===== config.mk =====
export PLATFORM = sky130hd
export DESIGN_NAME = act_stream
export DESIGN_NICKNAME = d
export VERILOG_FILES = /design/src/rtl/act_pkg.sv /design/src/rtl/act_lane.sv /design/src/rtl/act_stream.sv
export SDC_FILE = /design/constraint.sdc
export NUM_CORES = 1
export LEC_CHECK = 0
export ABC_AREA = 1
export CELL_PAD_IN_SITES_DETAIL_PLACEMENT = 0
export CELL_PAD_IN_SITES_GLOBAL_PLACEMENT = 2
export CORE_UTILIZATION = 31
export CTS_BUF_LIST = sky130_fd_sc_hd__clkbuf_8
export DETAILED_ROUTE_END_ITERATION = 12
export PLACE_DENSITY_LB_ADDON = 0.1
export SLEW_MARGIN = 15
export SYNTH_ARGS = -nofsm -noshare
export SYNTH_HDL_FRONTEND = slang
export SYNTH_HIERARCHICAL = 1
export SYNTH_SLANG_ARGS = --single-unit

===== constraint.sdc =====
create_clock -name clk -period 6.3 [get_ports clk]
set_clock_uncertainty 0.15 [all_clocks]
set_input_delay 0.945 -clock clk [delete_from_list [all_inputs] [get_ports clk]]
set_output_delay 0.945 -clock clk [all_outputs]
set_load 0.005 [all_outputs]

===== src/rtl/act_pkg.sv =====
// Shared definitions for the act_stream activation unit: mode encodings,
// float32 field positions and the default clamp ceiling.
package act_pkg;

  typedef enum logic [1:0] {
    ACT_BYPASS = 2'd0,
    ACT_RELU   = 2'd1,
    ACT_LEAKY  = 2'd2,
    ACT_CAP    = 2'd3
  } act_mode_e;

  localparam int FP_WIDTH = 32;
  localparam int SIGN_BIT = 31;
  localparam int EXP_HI   = 30;
  localparam int EXP_LO   = 23;
  localparam int MAN_HI   = 22;

  localparam logic [7:0]  EXP_MAX     = 8'd255;
  localparam logic [31:0] CAP_DEFAULT = 32'h40C0_0000;
  localparam logic [31:0] NEG_ZERO    = 32'h8000_0000;

  // Negative means sign set and not a signed zero.
  function automatic logic fp_is_neg(input logic [FP_WIDTH-1:0] x);
    return x[SIGN_BIT] && (x[EXP_HI:0] != '0);
  endfunction

endpackage


===== src/rtl/act_lane.sv =====
// Combinational single-element float32 activation.
// Optional macro RELU_CAP_EN turns mode 3 into a ReLU clamped at CAP_VALUE.
module act_lane
  import act_pkg::*;
#(
  parameter int          LEAK_SHIFT = 3,
  parameter logic [31:0] CAP_VALUE  = CAP_DEFAULT
) (
  input  logic [FP_WIDTH-1:0] i_data,
  input  logic [1:0]          i_mode,
  output logic [FP_WIDTH-1:0] o_data,
  output logic                o_neg
);

  localparam logic [7:0] LS = 8'(LEAK_SHIFT);

  logic       w_s;
  logic [7:0] w_e;

  assign w_s   = i_data[SIGN_BIT];
  assign w_e   = i_data[EXP_HI:EXP_LO];
  assign o_neg = fp_is_neg(i_data);

  always_comb begin
    o_data = i_data;
    case (act_mode_e'(i_mode))
      ACT_BYPASS: o_data = i_data;
      ACT_RELU:   o_data = w_s ? '0 : i_data;
      ACT_LEAKY: begin
        // Inf/NaN pass through; results that would go denormal flush to -0.0.
        if (!w_s || w_e == EXP_MAX) o_data = i_data;
        else if (w_e <= LS)         o_data = NEG_ZERO;
        else                        o_data = {w_s, w_e - LS, i_data[MAN_HI:0]};
      end
`ifdef RELU_CAP_EN
      ACT_CAP: begin
        if (w_s)                                  o_data = '0;
        else if (i_data[EXP_HI:0] > CAP_VALUE[EXP_HI:0]) o_data = CAP_VALUE;
        else                                      o_data = i_data;
      end
`else
      ACT_CAP:    o_data = w_s ? '0 : i_data;
`endif
      default:    o_data = i_data;
    endcase
  end

endmodule


===== src/rtl/act_stream.sv =====
// Two-stage valid/ready activation pipeline with a saturating negative counter.
// Optional macro RELU_CAP_EN enables the capped-ReLU mode in each lane.
module act_stream
  import act_pkg::*;
#(
  parameter int          DATA_WIDTH = 32,
  parameter int          LANES      = 4,
  parameter int          LEAK_SHIFT = 3,
  parameter int          CNT_WIDTH  = 16,
  parameter logic [31:0] CAP_VALUE  = CAP_DEFAULT
) (
  input  logic                        clk,
  input  logic                        rst,
  input  logic [1:0]                  mode,
  input  logic                        in_valid,
  output logic                        in_ready,
  input  logic [LANES*DATA_WIDTH-1:0] in_data,
  output logic                        out_valid,
  input  logic                        out_ready,
  output logic [LANES*DATA_WIDTH-1:0] out_data,
  input  logic                        clear_count,
  output logic [CNT_WIDTH-1:0]        neg_count
);

  localparam int NW = $clog2(LANES + 1);
  localparam int SW = CNT_WIDTH + NW;
  localparam logic [CNT_WIDTH-1:0] CNT_MAX = '1;

  if (DATA_WIDTH != FP_WIDTH) begin : g_bad_width
    $error("act_stream: DATA_WIDTH must be 32 (float32)");
  end
  if (LEAK_SHIFT < 1 || LEAK_SHIFT > 30) begin : g_bad_shift
    $error("act_stream: LEAK_SHIFT must be in 1..30");
  end

  logic                                r_s1_valid;
  logic [LANES-1:0][DATA_WIDTH-1:0]    r_s1_data;
  logic [1:0]                          r_s1_mode;
  logic                                r_s2_valid;
  logic [LANES-1:0][DATA_WIDTH-1:0]    r_s2_data;
  logic [NW-1:0]                       r_s2_ncnt;
  logic [CNT_WIDTH-1:0]                r_cnt;

  logic [LANES-1:0][DATA_WIDTH-1:0]    w_act;
  logic [LANES-1:0]                    w_lane_neg;
  logic [NW-1:0]                       w_ncnt;
  logic                                w_s1_adv;
  logic                                w_in_hs;
  logic                                w_out_hs;
  logic [SW-1:0]                       w_sum;

  assign w_s1_adv  = !r_s2_valid || out_ready;
  assign in_ready  = !rst && (!r_s1_valid || w_s1_adv);
  assign w_in_hs   = in_valid && in_ready;
  assign w_out_hs  = r_s2_valid && out_ready;
  assign out_valid = r_s2_valid;
  assign out_data  = r_s2_data;
  assign neg_count = r_cnt;

  for (genvar i = 0; i < LANES; i++) begin : g_lane
    act_lane #(
      .LEAK_SHIFT(LEAK_SHIFT),
      .CAP_VALUE (CAP_VALUE)
    ) u_lane (
      .i_data(r_s1_data[i]),
      .i_mode(r_s1_mode),
      .o_data(w_act[i]),
      .o_neg (w_lane_neg[i])
    );
  end

  always_comb begin
    w_ncnt = '0;
    for (int i = 0; i < LANES; i++) w_ncnt = w_ncnt + NW'(w_lane_neg[i]);
  end

  // Clear takes effect before the current beat's increment is added.
  assign w_sum = (clear_count ? '0 : SW'(r_cnt)) + SW'(r_s2_ncnt);

  always_ff @(posedge clk) begin
    if (rst) begin
      r_s1_valid <= 1'b0;
      r_s1_data  <= '0;
      r_s1_mode  <= '0;
    end else if (w_in_hs) begin
      r_s1_valid <= 1'b1;
      r_s1_data  <= in_data;
      r_s1_mode  <= mode;
    end else if (w_s1_adv) begin
      r_s1_valid <= 1'b0;
    end
  end

  always_ff @(posedge clk) begin
    if (rst) begin
      r_s2_valid <= 1'b0;
      r_s2_data  <= '0;
      r_s2_ncnt  <= '0;
    end else if (w_s1_adv) begin
      r_s2_valid <= r_s1_valid;
      if (r_s1_valid) begin
        r_s2_data <= w_act;
        r_s2_ncnt <= w_ncnt;
      end
    end
  end

  always_ff @(posedge clk) begin
    if (rst)              r_cnt <= '0;
    else if (w_out_hs)    r_cnt <= (w_sum > SW'(CNT_MAX)) ? CNT_MAX : w_sum[CNT_WIDTH-1:0];
    else if (clear_count) r_cnt <= '0;
  end

endmodule


# == Yosys cells after proc, flatten, opt, wreduce, memory -nomap -nowiden ==
# Cells that the tools add are included.
# op_classes
n_mux,22
add_sub_neg,8
n_lt_le_gt_ge,5
eq_ne,7
reduce_logical,29
# op_table
operator,n
one-hot mux 32 bit (3 select lines),4
two-way mux 32 bit,8
two-way mux 31 bit,4
nonzero test 31 bit,4
two-way mux 16 bit,4
"== test 8 bit, second input constant",4
"less-or-equal comparator 8 x 2 -> 1 bit, second input constant",4
"subtractor 8 x 2 -> 8 bit, second input constant",4
adder 16 x 3 -> 17 bit,1
"> comparator 17 x 16 -> 1 bit, second input constant",1
logical AND 1 bit,7
logical NOT 1 bit,7
logical OR 1 bit,6
"== test 2 bit, second input constant",2
nonzero test 2 bit,2
adder 2 x 1 -> 3 bit,1
adder 3 x 1 -> 3 bit,1
adder 1 x 1 -> 2 bit,1
"== test 2 x 1 -> 1 bit, second input constant",1
logical NOT 2 bit,1
two-way mux 1 bit,2
AND reduction 2 bit,1
OR reduction 2 bit,1
# totals
inputBits,135
out_inout_bits,146
ff_bits,279

# == Logic depth before layout (Yosys ltp) ==
# logic_depth
ltp_word,6
depth_mapped,15

# == By module ==
# Netlist, hierarchy kept.
# modules_own_cells
mod,seq_area_each_um2,n_inst,cells_per_inst,area_per_inst_um2
act_stream,5585.4,1,1356,10472.5
act_lane (g_lane[0].u_lane ...),0.0,3,157,760.7
act_lane (g_lane[3].u_lane),0.0,1,160,963.4

# == Worst setup path after synthesis ==
# No wires, ideal clock.
# synth_timing
path_kind,input to register
from,input clear_count
to,register r_cnt[8] (netlist: neg_count[8])
stages,13
setup_slack_ps,3462
setup_time_ps,109
path_buffers,1
arrival_ps,2579
path_cell_list,buf_4 -> nor2_1 -> ha_1 -> inv_1 -> fa_1 -> inv_1 -> nand2_1 -> a21oi_2 -> nand2_1 -> xor2_1 -> nand2_2 -> nand2_1 -> inv_1
# synth_via
elab_chain_cells,5
word_cells_on_any_way,6
classes_between,1 x add/sub; 1 x order compare; 3 x mux; 1 x reduce/logical
# synth_lines
item,line,rtl
start: declaration,act_stream.sv:21,"input logic clear_count,"
two-way mux 16 bit,act_stream.sv:78,assign w_sum = (clear_count ? '0 : SW'(r_cnt)) + SW'(r_s2_ncnt);
adder 16 x 3 -> 17 bit,act_stream.sv:78,
> comparator 17 x 16 -> 1 bit,act_stream.sv:110,else if (w_out_hs) r_cnt <= (w_sum > SW'(CNT_MAX)) ? CNT_MAX : w_sum[CNT_WIDTH-1:0];
two-way mux 16 bit (2 in series),act_stream.sv:110,
end signal: assignment,act_stream.sv:110,
end: declaration,act_stream.sv:42,logic [CNT_WIDTH-1:0] r_cnt;
# Parallel ways exist; a longest one is shown, timed or not.
# A chain may end at the register's enable or synchronous reset.

# == Final worst setup path ==
# layout_timing
from,input rst
to,output in_ready
# layout_via
elab_chain_cells,2
# layout_lines
item,line,rtl
start: declaration,act_stream.sv:13,"input logic rst,"
logical NOT 1 bit,act_stream.sv:53,assign in_ready = !rst && (!r_s1_valid || w_s1_adv);
logical AND 1 bit,act_stream.sv:53,
end: declaration,act_stream.sv:16,"output logic in_ready,"
# Every way passes these cells.

==> run_results.csv <==
group,metric,value,unit
timing,holdWs,0.319,ns
flow_run,maxCapViolCount,0,
layout,fin_area,17800,µm²
timing,final.setup.tns,0,ns
routing,vias,12800,
floorplan,die_w,212,µm
setup_path,crit_arrival,2.98,ns
grt,grt_max_degree,109,
grt,grtUsageTotal,0.186,
routing,ant_nets,0,
clock_tree,clock-sinks,279,
synth,synth_seq_cells,279,
synth,synth_seq_area_share,0.407,
timing,layout_setup_ws,2.23,ns
clock_tree,hold_buffers,0,
timing,post-route-period-util,0.647,
worst_hold_path,hp-class,"register to register",
clock_tree,cts_made_buffers,54,
timing,rsz0062_at_grt,"false",
routing,routed_wl,41.9,mm
floorplan,start_util,0.316,
setup_path,worstSetupPathType,"input port to output pin",
layout,drive_gt1_frac,0.110,
layout,ff_latch_area,5590,µm²
pwr,ir_drop,0.000164,V
grt,first_global_vias,12300,
synth,yosysMostFrequentCell,"nand2_1",
setup_path,path_common_cell,"clkdlybuf4s50_1",
timing,tightest_slew,1.03,ns
clock_tree,post_cts_buffers,0,
routing,drtIter0Drc,660,
timing,finalSetupViolations,0,
synth,synth_area,13700,µm²
setup_path,crit_required,5.20,ns
setup_path,crit_family,"buffers and inverters",
floorplan,core,43400,µm²
layout,num-fill-cells,4709,
synth,syn_inst,1987,
placement,placed_cell_area,16700,µm²
clock_tree,insertion_delay,0.64,ns
placement,finalWeightedCongestion,0.829,
synth,synth_top_area_frac,0.407,
timing,period_needed,4.07,ns
placement,dp_slack,2.19,ns
floorplan,die_y,212,µm
placement,dp_hpwl,29.3,mm
floorplan,dieArea,45100,µm²
clock_tree,clk_pin_slew,0.05,ns
setup_path,startpoint_type,"input port",
synth,syn_nets,2133,
synth,synth_cell_type_count,37,
setup_path,crit_path_cell_trace,"clkdlybuf4s50_1, buf_4, clkinv_4, nand2_4, inv_1, clkdlybuf4s50_1",
pwr,power,0.00460,W
synth,yosys.area.top_type,"dfxtp_1",
pwr,leakage,7.16,nW
synth,async_reset_ff_frac,0,
synth,synth_edf_count,0,
grt,grt_pass1_wl,66.6,mm
placement,port_buffers,280,
routing,via_per_inst,4.48,
timing,clock.fmax,245,MHz
pwr,powerDensity,258,nW/µm²
clock_tree,cts_tree,"done",
clock_tree,htree_levels,2,
layout,fin_nets,2378,
timing,slew_violations,0,
grt,grt-ovfl-total,0,
clock_tree,clock-root-buffer,"clkbuf_8",
setup_path,slowest_stage,"clkinv_4",
clock_tree,cts_resized,0,
clock_tree,clk_path_buf_depth,3,
synth,syn_area_per_cell,6.90,µm²
synth,synthFlopType,"dfxtp_1",
routing,drt_pass1_iterations,4,
floorplan,io_pins,281,
floorplan,row_count,76,
setup_path,worst-path-buf-inv,5,
routing,routedWlPerCell,14.6,µm
synth,synth_common_cells,"nand2_1 (450), nor2_1 (365), dfxtp_1 (279)",
timing,slew_headroom,0.312,
synth,synth_area_leaders,"dfxtp_1 (41%), nand2_1 (12%), nor2_1 (10%), o21ai_0 (7.6%), inv_1 (5.3%)",
setup_path,endpoint_kind,"output pin",
setup_path,path_max_fanout,100,
layout,multi_input_area,6750,µm²
timing,hold_viol,0,
status,status,"completed",
layout,area_growth,30.0,%
synth,ys_warn_count,6,
routing,drc,0,
grt,antenna_found_initial,2,
setup_path,slowest_delay,0.48,ns
[worst paths after layout]
path,from,endpoint,slack (ns),cells after the start
max reg2reg,r_s1_mode[0],out_data[99],3.55,6
min,r_s1_data[117],r_s1_data[117],0.32,2
min reg2reg,r_s1_data[117],r_s1_data[117],0.32,2
max,rst,in_ready,2.23,6
[metrics by stage]
step / std cells / util
after floorplan: 1987 / -
after global placement: 2761 / 0.386
final: 2858 / 0.411
after CTS: 2857 / 0.411
after global routing: 2858 / 0.411
after detailed placement: 2761 / 0.386
[kinds of logic after synthesis]
logic type      share of synthesized area
simple gates                        0.351
compound gates                      0.124
buf+inv                             0.101
flops                               0.407
fa+ha+maj                          0.0111
xor+xnor                          0.00575
[metal layers]
layer | global-route usage | up-vias | share of wire
met5 | 0 | - | 0
met4 | 0.0618 | 0 | 0.023
met3 | 0.0343 | 73 | 0.044
met2 | 0.298 | 249 | 0.45
met1 | 0.252 | 5751 | 0.48
li1 | - | 6731 | -
[tightest hold or removal path: cells and delay by family (launching register included)]
kind             cells  cell delay (ns)
AO/OA/AOI/OAI        1             0.06
flip-flops           1             0.31
AND/OR/NAND/NOR      1             0.06
[power by group]
part,switching (W),internal [W]
registers,0.0000961,0.00189
logic,0.000418,0.000351
clock network,0.000815,0.00103
total,0.00133,0.00327
[flip-flops by register name, summed over array words and instances, names as in the netlist]
register / count
r_s1_mode: 2
neg_count: 16
r_s1_valid: 1
r_s2_ncnt: 3
out_valid: 1
out_data: 128
r_s1_data: 128
[layout make-up]
type                            instances  share of cell area
Clock inverter                         29             0.00996
Inverter                              204              0.0435
Sequential cell                       279               0.313
Clock buffer                           67              0.0517
Timing Repair Buffer                  289               0.162
Tap cell                              585              0.0410
Multi-Input combinational cell       1404               0.378
Antenna cell                            1            0.000140
[layout by cell type (no fill, tap or decap), types with 3 or more instances in the layout]
| master | n |
|---|---|
| clkdlybuf4s50_1 | 280 |
| nor3_1 | 3 |
| o22ai_1 | 3 |
| inv_1 | 216 |
| a21oi_1 | 18 |
| a21oi_2 | 9 |
| o21bai_1 | 5 |
| o21ai_1 | 86 |
| nor2_8 | 4 |
| nor2_1 | 365 |
| nor2_2 | 80 |
| nand2_2 | 9 |
| inv_2 | 6 |
| ha_1 | 9 |
| nand3_1 | 55 |
| nand2_4 | 8 |
| nand3_2 | 12 |
| clkbuf_8 | 67 |
| dfxtp_1 | 279 |
| o21ai_0 | 207 |
| buf_4 | 7 |
| nand4_1 | 34 |
| nor2_4 | 31 |
| nand2_1 | 450 |
| clkinv_2 | 3 |
| xor2_1 | 7 |
(Power assumes the default switching activity.)
